File: config.mk
export PLATFORM = sky130hd
export DESIGN_NAME = plot_arbiter
export DESIGN_NICKNAME = d
export VERILOG_FILES = /design/src/rtl/plot_arbiter.sv
export SDC_FILE = /design/constraint.sdc
export NUM_CORES = 1
export LEC_CHECK = 0
export CAP_MARGIN = 20
export CORE_UTILIZATION = 25
export CTS_CLUSTER_SIZE = 25
export DETAILED_ROUTE_END_ITERATION = 8
export GPL_TIMING_DRIVEN = 0
export PLACE_DENSITY = 0.55
export SLEW_MARGIN = 15
export SYNTH_ARGS = -nofsm -noshare
export SYNTH_HDL_FRONTEND = slang
export SYNTH_SLANG_ARGS = --single-unit
File: constraint.sdc
create_clock -name clock -period 2.7 [get_ports clock]
set_input_delay 0.81 -clock clock [delete_from_list [all_inputs] [get_ports clock]]
set_output_delay 0.81 -clock clock [all_outputs]
set_load 0.01 [all_outputs]
File: src/rtl/plot_arbiter.sv
// Round-robin arbiter that shares the VGA pixel-write port between N_REQ rectangle-fill
// requesters. It rasterises the winner's rectangle at one pixel per cycle and clips pixels that fall off screen.
module plot_arbiter #(
  parameter int unsigned N_REQ = 3
) (
  input  logic               clock,
  input  logic               resetn,
  input  logic [N_REQ-1:0]   req,
  input  logic [8*N_REQ-1:0] req_x,
  input  logic [7*N_REQ-1:0] req_y,
  input  logic [4*N_REQ-1:0] req_w,
  input  logic [4*N_REQ-1:0] req_h,
  input  logic [3*N_REQ-1:0] req_colour,
  output logic [N_REQ-1:0]   ack,
  output logic [N_REQ-1:0]   done,
  output logic               busy,
  output logic [7:0]         x,
  output logic [6:0]         y,
  output logic [2:0]         colour,
  output logic               plot
);
  localparam int unsigned IW    = (N_REQ > 1) ? $clog2(N_REQ) : 1;
  localparam int unsigned X_MAX = 159;
  localparam int unsigned Y_MAX = 119;

  typedef enum logic [1:0] {S_IDLE, S_DRAW, S_DONE} state_t;

  state_t          state, state_d;
  logic [IW-1:0]   last_grant, last_grant_d;
  logic [IW-1:0]   winner, winner_d;
  logic [7:0]      bx, bx_d;
  logic [6:0]      by, by_d;
  logic [3:0]      bw, bw_d, bh, bh_d;
  logic [3:0]      cx, cx_d, cy, cy_d;
  logic [2:0]      bc, bc_d;
  logic [N_REQ-1:0] ack_d, done_d;
  logic            busy_d, plot_d;
  logic [7:0]      x_d;
  logic [6:0]      y_d;
  logic [2:0]      colour_d;

  logic [7:0] gx [N_REQ];
  logic [6:0] gy [N_REQ];
  logic [3:0] gw [N_REQ];
  logic [3:0] gh [N_REQ];
  logic [2:0] gc [N_REQ];

  // Unpack per-requester geometry slices
  always_comb begin
    for (int unsigned i = 0; i < N_REQ; i++) begin
      gx[i] = req_x[8*i +: 8];
      gy[i] = req_y[7*i +: 7];
      gw[i] = req_w[4*i +: 4];
      gh[i] = req_h[4*i +: 4];
      gc[i] = req_colour[3*i +: 3];
    end
  end

  // Round-robin search starting just after the last granted requester
  logic          grant_found;
  logic [IW-1:0] grant_idx;
  int unsigned   cand;
  always_comb begin
    grant_found = 1'b0;
    grant_idx   = last_grant;
    cand        = 0;
    for (int unsigned k = 1; k <= N_REQ; k++) begin
      cand = (32'(last_grant) + k) % N_REQ;
      if (!grant_found && req[IW'(cand)]) begin
        grant_found = 1'b1;
        grant_idx   = IW'(cand);
      end
    end
  end

  // Wide sums so off-screen pixels are detected instead of wrapping
  logic [8:0] x_sum;
  logic [7:0] y_sum;
  logic       in_bounds;
  assign x_sum     = {1'b0, bx} + {5'b0, cx};
  assign y_sum     = {1'b0, by} + {4'b0, cy};
  assign in_bounds = (x_sum <= 9'(X_MAX)) && (y_sum <= 8'(Y_MAX));

  // Next-state and registered-output logic
  always_comb begin
    state_d      = state;
    last_grant_d = last_grant;
    winner_d     = winner;
    bx_d = bx; by_d = by; bw_d = bw; bh_d = bh; bc_d = bc;
    cx_d = cx; cy_d = cy;
    ack_d    = '0;
    done_d   = '0;
    busy_d   = 1'b0;
    plot_d   = 1'b0;
    x_d      = x;
    y_d      = y;
    colour_d = colour;
    case (state)
      S_IDLE: begin
        if (grant_found) begin
          state_d  = S_DRAW;
          ack_d    = N_REQ'(1) << grant_idx;
          busy_d   = 1'b1;
          winner_d = grant_idx;
          bx_d     = gx[grant_idx];
          by_d     = gy[grant_idx];
          bw_d     = gw[grant_idx];
          bh_d     = gh[grant_idx];
          bc_d     = gc[grant_idx];
          cx_d     = '0;
          cy_d     = '0;
        end
      end
      S_DRAW: begin
        busy_d = 1'b1;
        plot_d = in_bounds;
        if (in_bounds) begin
          x_d      = x_sum[7:0];
          y_d      = y_sum[6:0];
          colour_d = bc;
        end
        if (cx == bw) begin
          cx_d = '0;
          cy_d = cy + 4'd1;
          if (cy == bh) state_d = S_DONE;
        end else begin
          cx_d = cx + 4'd1;
        end
      end
      S_DONE: begin
        // busy stays high through the done cycle so it spans ack..done
        busy_d       = 1'b1;
        done_d       = N_REQ'(1) << winner;
        last_grant_d = winner;
        state_d      = S_IDLE;
      end
      default: state_d = S_IDLE;
    endcase
  end

  always_ff @(posedge clock) begin
    if (!resetn) begin
      state      <= S_IDLE;
      last_grant <= IW'(N_REQ - 1);
      winner     <= '0;
      bx <= '0; by <= '0; bw <= '0; bh <= '0; bc <= '0;
      cx <= '0; cy <= '0;
      ack    <= '0;
      done   <= '0;
      busy   <= 1'b0;
      plot   <= 1'b0;
      x      <= '0;
      y      <= '0;
      colour <= '0;
    end else begin
      state      <= state_d;
      last_grant <= last_grant_d;
      winner     <= winner_d;
      bx <= bx_d; by <= by_d; bw <= bw_d; bh <= bh_d; bc <= bc_d;
      cx <= cx_d; cy <= cy_d;
      ack    <= ack_d;
      done   <= done_d;
      busy   <= busy_d;
      plot   <= plot_d;
      x      <= x_d;
      y      <= y_d;
      colour <= colour_d;
    end
  end
endmodule

# Word level (Yosys, flattened, before mapping)
# Cells that the tools add are included.
# classes
addsub	7
n_reduce_logical	16
n_eq_ne	7
n_bitwise	1
div_mod_pow	3
shifts	2
n_mux	38
n_lt_le_gt_ge	6
# op_table
cell	count
32-bit by 2-bit remainder unit with 32-bit output (second input constant)	3
4-bit two-way mux	7
4-bit binary-select mux with 2-bit select	2
8-bit binary-select mux with 2-bit select	1
8-bit two-way mux	2
4-bit one-hot mux with 2 select lines	2
7-bit binary-select mux with 2-bit select	1
7-bit two-way mux	2
2-bit two-way mux	6
2-bit AND reduction	5
8-bit by 4-bit adder with 9-bit output	1
9-bit by 8-bit <= comparator with 1-bit output (second input constant)	1
2-bit by 3-bit < comparator with 1-bit output (second input constant)	3
3-bit AND reduction	3
4-bit by 1-bit adder with 4-bit output (second input constant)	2
7-bit by 4-bit adder with 8-bit output	1
4-bit equality test	2
8-bit by 7-bit <= comparator with 1-bit output (second input constant)	1
1-bit two-way mux	7
2-bit by 2-bit adder with 3-bit output (second input constant)	2
1-bit binary-select mux with 2-bit select	3
3-bit binary-select mux with 2-bit select	1
3-bit two-way mux	2
2-bit inequality test (second input constant)	3
other kinds (13)	17
# word_totals
inputBits	83
out_inout_bits	26
register_bits	66

# Longest topological paths before layout
# depth
word_depth	15
depth_mapped	12
mapped_depth_nobuf	10

# Worst setup path before layout
# No wires, ideal clock.
# synth_path
path_kind	input to register
from	in req[2]
to	reg bc[0]
stages	8
arrival_ns	2.348
path_slack_ns	0.233
path_cell_list	buf_2 -> nor2_1 -> maj3_1 -> a221oi_1 -> nand2_1 -> clkbuf_1 -> a21oi_1 -> a21oi_1
# synth_via
elab_chain_len	13
word_cells_on_any_way	21
classes_between	mux: 15; bitwise: 1; reduce/logical: 5
# synth_lines
element	line	source
start, declared	8	input logic [N_REQ-1:0] req,
1-bit binary-select mux with 2-bit select	69	if (!grant_found && req[IW'(cand)]) begin
1-bit two-way mux (implied by the code)	69	
1-bit two-way mux	69	
1-bit logical NOT	69	
1-bit logical AND	69	
1-bit two-way mux	69	
1-bit logical NOT	69	
1-bit logical AND	69	
2-bit two-way mux	69	
2-bit NOT with 3-bit output (implied by the code)	109	bc_d = gc[grant_idx];
3-bit binary-select mux with 2-bit select	109	
3-bit two-way mux (implied by the code) (2 in series)	109	
end signal, assigned	146	bx <= '0; by <= '0; bw <= '0; bh <= '0; bc <= '0;
end signal, assigned	159	bx <= bx_d; by <= by_d; bw <= bw_d; bh <= bh_d; bc <= bc_d;
end, declared	35	logic [2:0] bc, bc_d;
# Several ways; a longest one is shown, not always the timed one. The select of a mux whose other input is x is not followed.
# A chain may end at the register's enable or synchronous reset.

# Worst setup path in the final report
# layout_path
from	in req[2]
to	reg bc[1]
# Same word-level chain as after synthesis.

==> qor.yml <==
clock_network:
  cts_buffer_depth: 2
  clk_pin_slew_worst_paths_ns: 0.06
  cts-root-buf: "clkbuf_16"
  tritoncts: "done"
  clk_latency_ns: 0.33
  htreeDepth: 3
  cts_hold_buf: 0
  cts_sinks: 66
  cts_made_buffers: 9
run:
  max_cap_viol_count: 0
yosys:
  synthCells: 453
  yosysWarningCount: 0
  syn-cell-area_um2: 3920
  synth_nets: 554
  ys_types: 58
  synth_edf_count: 0
  synth-seq-cells: 66
  avgSynthCellArea_um2: 8.65
  synthArstFlopShare_pct: 0
  ys_seq_area_share_pct: 33.7
  synth_flop_cell: "dfxtp_1"
route:
  num_vias: 3779
  first_iter_violations: 176
  routed_wl_um: 12300
  first_pass_iters: 5
  wire_per_inst_um: 15.5
  ant_nets: 0
  routed_via_density: 4.77
  drc: 0
placement:
  dp_hpwl_um: 9070
  io_buffers: 106
  gp_congestion: 0.784
  placed_cells: 770
die:
  rows: 45
  dieHeight_um: 127
  start_util_pct: 25.7
  dieWidth_um: 127
  die_area_um2: 16200
  pin_count: 109
  core_area_um2: 15300
timing:
  slew_violations: 0
  hold_viol: 0
  finalClockSkew_ns: 0.00939
  setup_viol: 0
  tightest_slew_ns: 0.507
  min_period_ns: 2.61
  relSlewSlack_pct: 65.9
  finalCritPeriodShare_pct: 96.7
  fmax_mhz: 383
  tns_ns: 0
power:
  p_per_area_nw_per_um2: 1030
  power_mw: 5.99
  peakVddDrop_v: 0.000424
  p_leak_nw: 2.41
cells_and_area:
  stdcell_count: 793
  syn2layout_area_growth_pct: 48.6
  num_antenna_cells: 0
  layout-drive-gt1-share_pct: 11.2
  fin_nets: 678
worst_setup_path:
  required_ns: 2.92
  worstSetupPathType: "primary input to flip-flop"
  start_kind: "primary input"
  cpMostUsedCell: "mux2i_2"
  end_kind: "flip-flop"
  worstPathMaxFanout: 10
  slowest_stage: "o311a_1"
  crit_family: "buffers and inverters"
  crit_path_max_incr_delay_ns: 0.31
  regToRegSetupSlack_ns: 0.14
  crit_chain: "dlygate4sd2_1, buf_6, mux2i_2, o22ai_2, o311a_1, mux2i_2, buf_4, buf_6, mux2i_2, or2_0, a21oi_1"
  cp.arrival_ns: 2.83
  critPathBufInv: 4
grt:
  grt_pass1_vias: 3672
  grt_overflow: 0
  grt_usage_pct: 15.0
  grt_pass1_wl_um: 18700
  grt_max_degree: 12
  antenna_found_initial: 0
outcome:
  status: "finished clean"
worst_hold_path:
  hold_path_class: "flip-flop to flip-flop"
## report_power, final
part	internal, mW	switching (mW)
combinational	1.37	1.61
clock	0.953	0.446
sequential	1.34	0.267
## timing repair
| item | 4_1_cts | 5_1_grt |
|---|---|---|
| pin swaps | 0 | 3 |
| resized for setup | 26 | 14 |
| endpoints found under the setup margin | 45 | 44 |
| cloned | 2 | 1 |
| setup buffers | 2 | 2 |
## worst register-to-register path: stages, from the launching register on
cell and delay, ns:
dfxtp_2 0.36, inv_1 0.08, ha_4 0.26, buf_6 0.14
or4_1 0.50, o311ai_1 0.10, a211oi_1 0.12, o21bai_2 0.23
buf_6 0.16, buf_6 0.15, or2_0 0.23, a21oi_1 0.15
## per-layer routing
metal  track usage, %  vias to the layer above  wire length, um
met3             2.68                       21              608
met1             19.2                     1772             5670
met2             25.5                      125             5790
li1                 -                     1861                -
met4             4.97                        0              199
met5                0                        -                0
## kinds of logic (layout without fill, tap and decap cells)
group	count (synthesis)	in the layout	share of synthesized area, %
AO/OA/AOI/OAI	136	136	21.2
AND/OR/NAND/NOR	116	116	15.7
flip-flops	66	66	33.7
buffers and inverters	48	177	6.33
multiplexers	44	44	11.2
XOR/XNOR	24	24	5.37
adder cells (fa/ha/maj)	19	19	6.39
## synthesized netlist by cell type (5+ instances only)
cell type | number | area [um^2]
a21o_1 | 5 | 37.5
a21oi_1 | 58 | 290
clkbuf_1 | 17 | 63.8
dfxtp_1 | 66 | 1320
ha_1 | 16 | 200
inv_1 | 15 | 56.3
mux2i_1 | 44 | 440
nand2_1 | 31 | 116
nand3_1 | 10 | 50.1
nor2_1 | 17 | 63.8
nor2b_1 | 8 | 50.1
nor3b_1 | 6 | 45.0
o211a_1 | 9 | 90.1
o21ai_0 | 35 | 175
or2_0 | 26 | 163
xnor2_1 | 10 | 87.6
xor2_1 | 14 | 123
## sequential cells by signal, summed over array words and instances (netlist names)
register and flops:
last_grant 2, colour 3, done 3, x 8, by 7, y 7
ack 3, bc 3, state 2, busy 1, bw 4, plot 1
cx 4, winner 2, cy 4, bx 8, bh 4
## stage by stage
step | setup slack [ns] | util, % | hold slack (ns) | instance area, um^2
global placement | -0.813 | 34.4 | 0.449 | 5240
floorplan | 0.233 | - | 0.435 | 3920
global route | -0.0181 | 38.1 | 0.475 | 5820
detailed placement | -0.849 | 34.4 | 0.448 | 5240
CTS | 0.0290 | 37.4 | 0.459 | 5710
finish | 0.0902 | 38.1 | 0.457 | 5820
## path summary, 6_finish.rpt
check / to / from / cells past startpoint
hold reg to reg: x[0] / x[0] / 2
hold / removal: x[0] / x[0] / 2
setup / recovery: bc[1] / req[2] / 11
setup reg to reg: bc[1] / last_grant[0] / 11
## layout by cell type (no fill, tap or decap), types with 3 or more instances in the layout
| cell type | count |
|---|---|
| clkdlybuf4s50_1 | 104 |
| dfxtp_1 | 62 |
| a21oi_1 | 57 |
| mux2i_1 | 40 |
| o21ai_0 | 34 |
| nand2_1 | 30 |
| or2_0 | 26 |
| nor2_1 | 17 |
| inv_1 | 15 |
| ha_1 | 15 |
| clkbuf_1 | 14 |
| xor2_1 | 14 |
| xnor2_1 | 10 |
| nand3_1 | 10 |
| clkbuf_16 | 10 |
| o211a_1 | 9 |
| buf_4 | 6 |
| nor3b_1 | 6 |
| nor2b_1 | 6 |
| buf_6 | 5 |
| a21o_1 | 5 |
| mux2i_2 | 4 |
| buf_2 | 4 |
| nor3_1 | 4 |
| dfxtp_2 | 4 |
| clkbuf_4 | 3 |
| a21boi_1 | 3 |
| a211oi_1 | 3 |
| clkbuf_2 | 3 |
| nand4_1 | 3 |
| buf_12 | 3 |
| bufinv_16 | 3 |
## final cells by class
cell class                      count  area, um^2
Buffer                             32         219
Sequential cell                    66        1330
Tap cell                          211         264
Clock buffer                       12         256
Fill cell                        1581        9440
Inverter                           16        60.1
Multi-Input combinational cell    339        2460
Timing Repair Buffer              113        1140
Clock inverter                      4        97.6
Note: power is estimated with default switching activity, not from simulation.
==> edit 1 (same flow settings) <==
Re-encode `state_t` (3 states) as one-hot, 3 bits wide.
--- a/src/rtl/plot_arbiter.sv
+++ b/src/rtl/plot_arbiter.sv
@@ -23,7 +23,7 @@
   localparam int unsigned X_MAX = 159;
   localparam int unsigned Y_MAX = 119;
 
-  typedef enum logic [1:0] {S_IDLE, S_DRAW, S_DONE} state_t;
+  typedef enum logic [2:0] {S_IDLE = 3'b001, S_DRAW = 3'b010, S_DONE = 3'b100} state_t;
 
   state_t          state, state_d;
   logic [IW-1:0]   last_grant, last_grant_d;
Behaviour: no difference found for any inputs over 4 cycles, from zero or initial values and one cycle with resetn low; so few cycles prove little.
==> edit 1 against the unedited design <==
Setup slack gained 0.027 ns; cell area shrank 4.5%; sequential cell count grew 1; synthesized area shrank 3.7%; the flow now finishes with violations (DRC); via count shrank 2.5%; routed wire length shrank 2.1%.
Power is not compared: it rests on default switching activity, and its combinational part moved more than twofold at a synthesized area within 25%.
==> edit 1: results <==
synth:
  synth-compound-area-share_pct: 25.6
  avgSynthCellArea_sq_um: 8.92
  yosysWarnings: 0
  synth_area_leaders: "dfxtp_1 (36%), mux2i_1 (8.2%), a2bb2oi_1 (5.3%), nand2_1 (4.6%), o22ai_1 (4.1%)"
  synthXorXnorAreaFrac_pct: 4.18
  synth_commonest_cells: "dfxtp_1 (67), nand2_1 (46), mux2i_1 (31)"
  ys_types: 72
  synth_fa_ha_area_share_pct: 5.31
  synth_fp_nets: 520
  seq_area_frac_synth_pct: 35.6
  muxShareOfSynthArea_pct: 8.23
drt:
  route.detailed.drc: 18
  dr.first_iter.drc_count: 216
  routedWlPerCell_um: 16.3
  firstDrtPassIters: 6
  viasPerCell: 5.01
finish:
  final_cells: 736
  fin_nets: 644
  fillCellCount: 1509
  drive_gt1_share_pct: 11.6
sta:
  clock_skew_ns: 0.00277
  tightest_slew_ns: 0.671
placement:
  place_congestion: 0.796
  port_buffers: 107
  postPlaceCellArea_sq_mm: 0.00507
  place_inst: 714
  dp_hpwl_um: 9150
global_route:
  grt_pass1_vias: 3769
  track_usage_pct: 15.8
  grt_first_pass_wirelength_um: 19300
critical_path:
  cp-startpoint: "cx[0]$_SDFFE_PN0P_"
  endpoint: "x[6]$_SDFFE_PN0P_"
  arrival_ns: 2.83
  rr_worst_depth: 9
  r2r_slack_ns: 0.12
min_path:
  hold_class: "reg2reg"
run_status:
  violations: "DRC"
  status: "complete, but fails checks"
cts:
  clk_latency_ns: 0.33
## edit 1: cell count changes after synthesis, moves of 7 or more
| cell | change |
|---|---|
| nand3_1 | +7 |
| clkbuf_1 | -9 |
| or2_0 | -26 |
| a21oi_1 | -33 |
| a2bb2oi_1 | +23 |
| nand2_1 | +15 |
| o22ai_1 | +24 |
| o211a_1 | -7 |
| mux2i_1 | -13 |
| buf_2 | +8 |
| o21ai_0 | -20 |
## edit 1: cell families after synthesis
kind of cell,after synthesis
AOI/OAI and AO/OA,130
xor gates and xnor gates,18
adders and majority gates,15
buffers and inverters,35
DFF,67
muxes,31
and+or+nand+nor,127
## edit 1: worst max-delay path, stage by stage, from the launching register on
cell	delay [ns]
dfxtp_1	0.38
ha_2	0.23
fa_1	0.42
nand3_1	0.10
nand2_1	0.12
a31o_1	0.30
a311o_1	0.29
buf_6	0.15
or2_4	0.26
o32ai_2	0.23
## edit 1: metal layers
metal	track usage (%)	vias up	part of all wire, %
met1	20.0	1729	47
met5	0	-	0
met2	26.0	108	46
met3	3.31	15	5.2
met4	6.53	0	1.8
li1	-	1832	-
## edit 1: stage by stage
stage / power, W / setup WS (ns)
after floorplan: 0.00168 / 0.313
after global placement: 0.00199 / -0.627
after detailed placement: 0.00201 / -0.663
after CTS: 0.00323 / 0.00185
after global routing: 0.00339 / -0.0141
final: 0.00323 / 0.117
## edit 1: final cells by class
class                      instances  share of cell area, %
timing repair buffer             113                   20.4
tap                              184                   4.14
buffer                            25                   3.06
inverter                          10                  0.675
clock inverter                     5                  0.945
clock buffer                      11                   4.37
sequential                        67                   24.1
multi-input combinational        321                   42.3
## edit 1: worst min-delay path by stage
stage / from / end / slack, ns
5_1_grt: y[0]$_SDFFE_PN0P_ / y[0]$_SDFFE_PN0P_ / 0.48
4_1_cts: colour[1]$_SDFFE_PN0P_ / colour[1]$_SDFFE_PN0P_ / 0.47
2_1_floorplan: bc[0]$_SDFFE_PN0P_ / colour[0]$_SDFFE_PN0P_ / 0.44
3_3_place_gp: colour[0]$_SDFFE_PN0P_ / colour[0]$_SDFFE_PN0P_ / 0.45
3_5_place_dp: y[0]$_SDFFE_PN0P_ / y[0]$_SDFFE_PN0P_ / 0.46
6_report: colour[1]$_SDFFE_PN0P_ / colour[1]$_SDFFE_PN0P_ / 0.47
## edit 1: timing repair
| action | CTS | global route |
|---|---|---|
| buffers inserted | 5 | 1 |
| setup endpoints to repair | 29 | 34 |
| pin swaps | 2 | 3 |
| endpoints found under the hold margin | 0 | 0 |
| resized for setup | 17 | 21 |
## edit 1: power by group
group          leakage (nW)  switching, W  internal [W]
logic                  1.53      0.000440      0.000434
registers             0.547     0.0000918       0.00109
clock network         0.145      0.000439      0.000735
==> edit 2 (same settings) <==
Without the edit above. The parameter `N_REQ` goes from 3 to 6.
--- a/src/rtl/plot_arbiter.sv
+++ b/src/rtl/plot_arbiter.sv
@@ -1,7 +1,7 @@
 // Round-robin arbiter that shares the VGA pixel-write port between N_REQ rectangle-fill
 // requesters. It rasterises the winner's rectangle at one pixel per cycle and clips pixels that fall off screen.
 module plot_arbiter #(
-  parameter int unsigned N_REQ = 3
+  parameter int unsigned N_REQ = 6
 ) (
   input  logic               clock,
   input  logic               resetn,
Interface: changed (8 resized); port bits go from 109 to 196. No check against the original RTL was run, so the function may have changed too.
==> edit 2 against the unedited design <==
The run now ends with setup timing left; fmax shrank 34%; routed wire length grew 58%; total power grew 75%; synthesized area grew 35%; sequential cell count grew 8; cell area grew 53%; setup slack lost 1.3 ns; combinational power grew to 2.6 times the old value; critical endpoint is now bx[5]$_SDFFE_PN0P_.
==> edit 2: results <==
run_status:
  status: "complete, but fails checks"
  violations: "setup timing"
global_route:
  use_met1_pct: 22.1
  met2_usage_pct: 30.3
  track_usage_pct: 17.5
  met3_usage_pct: 3.73
critical_path:
  path_max_fanout: 5
  rr_worst_depth: 18
  cp-startpoint: "last_grant[0]$_SDFFE_PN1N_"
  max_stage_delay_ns: 0.51
  path_delay_family: "compound AO/OA/AOI/OAI gates"
synth:
  synth_commonest_cells: "dfxtp_1 (74), nor2_1 (50), mux2_2 (32)"
  seq_area_frac_synth_pct: 28.1
  synth_fp_nets: 722
  synth_area_leaders: "dfxtp_1 (28%), mux4_2 (12%), mux2_2 (6.8%), ha_1 (5.7%), a221o_1 (5.1%)"
power:
  p_leak_nw: 3.63
  ir_drop_uv: 783
  intPower_w: 0.00625
sta:
  fin_ws_ns: -1.24
  clock_skew_ns: 0.00912
  finalSetupViolations: 46
placement:
  dp_slack_ns: -2.00
finish:
  multi_input_area_sq_mm: 0.00395
  nonClkBufAreaFrac_pct: 30.9
  buffers: 275
  fin_nets: 977
drt:
  wl_met1_um: 8600
  dr.first_iter.drc_count: 235
floorplanning:
  rows: 52
cts:
  postCtsResizedCells: 65
==> edit 2: cell count changes after synthesis, moves of 7 or more <==
cell     unedited run  this run
a221o_1             1        27
ha_1               16        24
a21oi_1            58        18
dfxtp_1            66        74
and3_1              2        28
mux2i_1            44        26
nand2_1            31        21
nor2_1             17        50
o211a_1             9         2
o21ai_0            35        15
or2_0              26         0
mux4_2              0        27
mux2_2              0        32
==> edit 2: worst min path at each step <==
stage | start | to | slack (ns)
floorplan | bc[0]$_SDFFE_PN0P_ | colour[0]$_SDFFE_PN0P_ | 0.45
global placement | bc[0]$_SDFFE_PN0P_ | colour[0]$_SDFFE_PN0P_ | 0.47
detailed placement | y[1]$_SDFFE_PN0P_ | y[1]$_SDFFE_PN0P_ | 0.48
CTS | bc[0]$_SDFFE_PN0P_ | colour[0]$_SDFFE_PN0P_ | 0.50
global route | bc[0]$_SDFFE_PN0P_ | colour[0]$_SDFFE_PN0P_ | 0.51
finish | bc[0]$_SDFFE_PN0P_ | colour[0]$_SDFFE_PN0P_ | 0.49
==> edit 2: kinds of logic (layout without fill, tap and decap cells) <==
group | after synthesis | in the layout | share of synthesized area, %
and+or+nand+nor | 155 | 155 | 15.2
AOI/OAI and AO/OA | 116 | 116 | 17.5
muxes | 85 | 85 | 23.3
DFF | 74 | 74 | 28.1
buffers and inverters | 49 | 308 | 4.72
xor gates and xnor gates | 27 | 27 | 4.83
adders and majority gates | 26 | 26 | 6.45
==> edit 2: per-stage QoR <==
step                      util, %  std cells
after global placement       37.9        997
after detailed placement     37.9        997
final                        43.5       1061
after global routing         43.5       1061
after floorplan                 -        532
after CTS                    42.0       1045
